--- config.mk ---
export PLATFORM = sky130hd
export DESIGN_NAME = ureg_nbit
export DESIGN_NICKNAME = d
export VERILOG_FILES = /design/src/rtl/ureg_nbit.sv
export SDC_FILE = /design/constraint.sdc
export NUM_CORES = 1
export LEC_CHECK = 0
export BUFFER_PORTS_ARGS = -buffer_cell sky130_fd_sc_hd__buf_2
export CORE_UTILIZATION = 35
export DETAILED_ROUTE_END_ITERATION = 12
export HOLD_SLACK_MARGIN = 0.02
export PLACE_DENSITY = 0.6
export SLEW_MARGIN = 15
export SYNTH_ARGS = -nofsm -noshare
export SYNTH_HDL_FRONTEND = slang
export SYNTH_SLANG_ARGS = --single-unit
--- constraint.sdc ---
create_clock -name ck -period 4.9 [get_ports ck]
set_input_delay 0.735 -clock ck [delete_from_list [all_inputs] [get_ports ck]]
set_output_delay 0.735 -clock ck [all_outputs]
set_load 0.03 [all_outputs]
--- src/rtl/ureg_nbit.sv ---
// Universal N-bit register: hold/load/shift/rotate/inc/dec. Also has a burst
// shift/rotate sequencer with a busy/done handshake and status flags.
// All state changes on the falling edge of ck. rst_n is an async, active-low reset.
module ureg_nbit #(
    parameter int N   = 8,
    parameter int SHW = 3
) (
    input  logic           ck,
    input  logic           rst_n,
    input  logic           en,
    input  logic [2:0]     mode,
    input  logic [N-1:0]   d,
    input  logic           sin,
    input  logic           start,
    input  logic [SHW-1:0] amt,
    output logic [N-1:0]   q,
    output logic           sout,
    output logic           carry,
    output logic           zero,
    output logic           busy,
    output logic           done
);

    localparam logic [2:0] M_HOLD = 3'b000;
    localparam logic [2:0] M_LOAD = 3'b001;
    localparam logic [2:0] M_SHL  = 3'b010;
    localparam logic [2:0] M_SHR  = 3'b011;
    localparam logic [2:0] M_ROTL = 3'b100;
    localparam logic [2:0] M_ROTR = 3'b101;
    localparam logic [2:0] M_INC  = 3'b110;
    localparam logic [2:0] M_DEC  = 3'b111;

    typedef enum logic {IDLE, RUN} state_t;

    state_t         state_q, state_d;
    logic [SHW-1:0] cnt_q, cnt_d;
    logic [2:0]     lmode_q, lmode_d;
    logic [N-1:0]   q_q, q_d;
    logic           sout_q, sout_d;
    logic           carry_q, carry_d;
    logic           done_q, done_d;

    // One datapath step is applied per edge when op_en is set, using op_mode.
    logic           op_en;
    logic [2:0]     op_mode;
    logic           burst_mode;

    // Modes 010..101 are exactly the shift/rotate modes a burst may use.
    assign burst_mode = mode[2] ^ mode[1];

    // State register: the FSM, the sequencer and the datapath all update on the falling edge.
    always_ff @(negedge ck or negedge rst_n) begin
        if (!rst_n) begin
            state_q <= IDLE;
            cnt_q   <= '0;
            lmode_q <= M_HOLD;
            q_q     <= '0;
            sout_q  <= 1'b0;
            carry_q <= 1'b0;
            done_q  <= 1'b0;
        end else begin
            state_q <= state_d;
            cnt_q   <= cnt_d;
            lmode_q <= lmode_d;
            q_q     <= q_d;
            sout_q  <= sout_d;
            carry_q <= carry_d;
            done_q  <= done_d;
        end
    end

    // Next-state logic: accept starts, count burst steps, choose the step to apply.
    always_comb begin
        state_d = state_q;
        cnt_d   = cnt_q;
        lmode_d = lmode_q;
        done_d  = 1'b0;
        op_en   = 1'b0;
        op_mode = M_HOLD;
        case (state_q)
            IDLE: begin
                if (start) begin
                    // start takes priority over en. A non-shift mode is dropped silently.
                    if (burst_mode) begin
                        if (amt == '0) begin
                            done_d = 1'b1;
                        end else begin
                            state_d = RUN;
                            cnt_d   = amt;
                            lmode_d = mode;
                        end
                    end
                end else if (en) begin
                    op_en   = 1'b1;
                    op_mode = mode;
                end
            end
            RUN: begin
                op_en   = 1'b1;
                op_mode = lmode_q;
                cnt_d   = cnt_q - SHW'(1);
                if (cnt_q == SHW'(1)) begin
                    state_d = IDLE;
                    done_d  = 1'b1;
                end
            end
            default: state_d = IDLE;
        endcase
    end

    // Datapath: compute one hold/load/shift/rotate/inc/dec step.
    always_comb begin
        q_d     = q_q;
        sout_d  = sout_q;
        carry_d = carry_q;
        if (op_en) begin
            case (op_mode)
                M_LOAD: q_d = d;
                M_SHL: begin
                    q_d    = {q_q[N-2:0], sin};
                    sout_d = q_q[N-1];
                end
                M_SHR: begin
                    q_d    = {sin, q_q[N-1:1]};
                    sout_d = q_q[0];
                end
                M_ROTL: begin
                    q_d    = {q_q[N-2:0], q_q[N-1]};
                    sout_d = q_q[N-1];
                end
                M_ROTR: begin
                    q_d    = {q_q[0], q_q[N-1:1]};
                    sout_d = q_q[0];
                end
                M_INC: {carry_d, q_d} = {1'b0, q_q} + (N+1)'(1);
                M_DEC: begin
                    q_d     = q_q - N'(1);
                    carry_d = (q_q == '0);
                end
                default: ;
            endcase
        end
    end

    // Outputs: the registered values, plus busy and zero decoded from state.
    always_comb begin
        q     = q_q;
        sout  = sout_q;
        carry = carry_q;
        done  = done_q;
        busy  = (state_q == RUN);
        zero  = (q_q == '0);
    end

endmodule

==> qor.txt <==
Synth Net Count: 208
Root Buffer: clkbuf_8
Crit Path Max Fanout: 3
GR Overflow Total: 0
Cell Chain, Critical Path: nor3_1 > nand3_1 > nor2_1 > buf_2
Antenna Nets Post-Route: 0
Initial Utilization: 36.2%
Synth area leader: dfrtn_1
reg-to-reg slack, setup: 2.70 ns
Final Net Count: 238
Power Dens Cells: 742 mW/mm^2
nature of the critical path endpoint: primary output
Crit path required time: 4.16 ns
post-synth top area share: 28.6%
slew at the pin with the worst max-slew slack: 0.581 ns
initial drt markers: 94
total CTS buffers: 3
synth top area cells: dfrtn_1 29%, nand2_1 4.5%, a21oi_1 4.1%, ha_1 4.0%, mux2i_1 3.8%
worst IR drop on VDD: 0.221 mV
critical path depth: 4
Reg area: 450 um^2
clk buf depth: 2
# clock sinks: 18
worst r2r src: busy$_DFF_NN0_
Avg Cell Area, Syn: 8.56 um^2
Port Buf Inserts: 31
grt peak-use layer: met2
CP max stage cell: dfrtn_1
YS warnings: 0
RSZ-0062 raised after global routing: false
Max Slew Vio Count: 0
Hold Crit Class: reg2reg
gr usage total: 17.9%
die area: 0.00477 mm^2
Ports: 32
global routing usage on met2: 26.8%
Main synth FF type: dfrtn_1
Die Height: 69.1 um
cell area after synthesis: 0.00158 mm^2
Hold Fails Final Rpt: 0
P&R area growth vs syn: 16.2%
P_leak: 0.000803 uW
Largest stage delay, worst path: 0.34 ns
Post-CTS Hold Buffers: 0
Slew headroom: 61.3%
antenna violations before repair: 0
# DRC: 0
CP Class: reg2out
Critical Path Sink: zero
number of vias in the routed layout: 1524
Worst-Skew Late Latency: 0.27 ns
fill cell count: 443
EDFF count, synth: 0
Startpoint Class: register
share of cells above drive strength 1: 26.8%
met1 Use GR: 26.7%
vias in the first global route: 1414
DR WL/cell: 16.0 um
routability cong.: 0.805
synth unique cells: 57
Via density: 5.75
final non-filler cell total: 265
PostCTS Resize Cnt: 0
Cells after Synth: 184
number of H-tree levels: 1
met3 Usage GRT: 3.22%
setup violators final: 0
max cap viols: 0
final setup skew: 0.00884 ns
First-pass DRT Iterations: 4
CTS tree: yes
Die W: 69.1 um
RR Endpoint: q[5]$_DFFE_NN0P_
final wirelength: 4230 um
Setup TNS: 0 ns
antenna diode count: 0
CTS clk-pin slew, worst paths: 0.06 ns
Crit. Startpoint: q[3]$_DFFE_NN0P_
Row Count: 24
floorplan core area: 0.00435 mm^2
overall power: 1360 uW
Buf/Inv on CP: 1
crit-path leading delay family: simple AND/OR/NAND/NOR gates
status: complete, no violations
Placed Instances: 261
WP data arrival: 3.88 ns
cells on worst reg2reg path: 5
largest net degree at the start of global routing: 30
first-pass GRT wire length: 7040 um
postcts setup bufs: 0
sequential fraction of the synthesis area: 28.6%
post-DP HPWL: 3020 um
area occupied by multi-input gates: 0.00101 mm^2
Async SR Flop Fraction: 100%
synthesized flop and latch total: 18
==> worst min-delay path: stages (launching register included) <==
cell and delay (ns):
dfrtn_1 0.40, nand2_1 0.04, o21ai_0 0.06
==> sequential cells by signal, indices dropped and copies added (netlist names) <==
register / flops
sout: 1
busy: 1
cnt_q: 3
done: 1
q: 8
lmode_q: 3
carry: 1
==> worst min-delay path by stage <==
stage	start	slack (ns)	cells after the start	to
2_1_floorplan	cnt_q[0]$_DFFE_NN0P_	0.42	1	cnt_q[0]$_DFFE_NN0P_
3_3_place_gp	carry$_DFFE_NN0P_	0.42	2	carry$_DFFE_NN0P_
3_5_place_dp	carry$_DFFE_NN0P_	0.44	2	carry$_DFFE_NN0P_
4_1_cts	carry$_DFFE_NN0P_	0.44	2	carry$_DFFE_NN0P_
5_1_grt	carry$_DFFE_NN0P_	0.49	2	carry$_DFFE_NN0P_
6_report	carry$_DFFE_NN0P_	0.43	2	carry$_DFFE_NN0P_
==> cells by family after synthesis <==
group	after synthesis	share of synthesized area, %
flops	18	28.6
fa+ha+maj	5	3.97
buf+inv	22	6.99
xor+xnor	7	3.89
mux	9	6.91
simple gates	63	22.2
compound gates	60	27.5
==> per-layer routing <==
metal / up-vias / share of wire, %
met5: - / 0
met3: 2 / 4.5
met4: 0 / 0.50
met1: 736 / 51
met2: 39 / 44
li1: 747 / -
==> cell usage after synthesis, types with 2 or more instances <==
library cell	instances
nand4_1	4
o22ai_1	3
xnor2_1	5
nand3b_1	3
a211oi_1	3
o31ai_1	3
mux2i_1	6
and4_1	2
nor3b_1	4
ha_1	5
a21boi_0	2
xor2_1	2
buf_1	2
inv_1	8
nand2_1	19
nor3_1	2
dfrtn_1	18
and3_1	4
or3_1	3
a22o_2	2
a21oi_1	13
a31oi_1	4
nor2_1	12
clkbuf_1	7
o21ai_0	11
buf_6	3
nand3_1	4
==> power by group <==
group / switching (uW) / internal, uW / total [uW]
Clock: 55.4 / 71.5 / 127
Combinational: 554 / 372 / 926
Sequential: 78.6 / 226 / 305
==> per-stage QoR <==
stage                     cell area, um^2  worst slack, ns  hold WS (ns)  util, %
final                                1830            0.285         0.430     42.0
after global routing                 1830            0.120         0.487     42.0
after CTS                            1830            0.270         0.437     42.0
after detailed placement             1780           0.0966         0.437     40.8
after global placement               1780            0.123         0.422     40.8
after floorplan                      1580            0.203         0.419        -
==> layout make-up <==
type / instances / area share, %
tap: 52 / 3.55
sequential: 18 / 24.6
inverter: 8 / 1.64
clock buffer: 4 / 3.01
timing repair buffer: 39 / 11.8
multi-input combinational: 144 / 55.4
==> layout by cell type, fill, tap and decap left out, types with 2 or more instances in the layout <==
| cell type | netlist | final |
|---|---|---|
| a211oi_1 | 3 | 3 |
| a21boi_0 | 2 | 2 |
| a21oi_1 | 13 | 13 |
| a22o_2 | 2 | 2 |
| a31oi_1 | 4 | 4 |
| and3_1 | 4 | 4 |
| and4_1 | 2 | 2 |
| buf_2 | 1 | 31 |
| buf_4 | 1 | 8 |
| clkbuf_8 | 0 | 4 |
| dfrtn_1 | 18 | 18 |
| ha_1 | 5 | 5 |
| inv_1 | 8 | 8 |
| mux2i_1 | 6 | 6 |
| nand2_1 | 19 | 19 |
| nand3_1 | 4 | 4 |
| nand3b_1 | 3 | 3 |
| nand4_1 | 4 | 4 |
| nor2_1 | 12 | 12 |
| nor3_1 | 2 | 2 |
| nor3b_1 | 4 | 4 |
| o21ai_0 | 11 | 11 |
| o22ai_1 | 3 | 3 |
| o31ai_1 | 3 | 3 |
| or3_1 | 3 | 3 |
| xnor2_1 | 5 | 5 |
| xor2_1 | 2 | 2 |
Note: power is estimated with default switching activity, not from simulation.
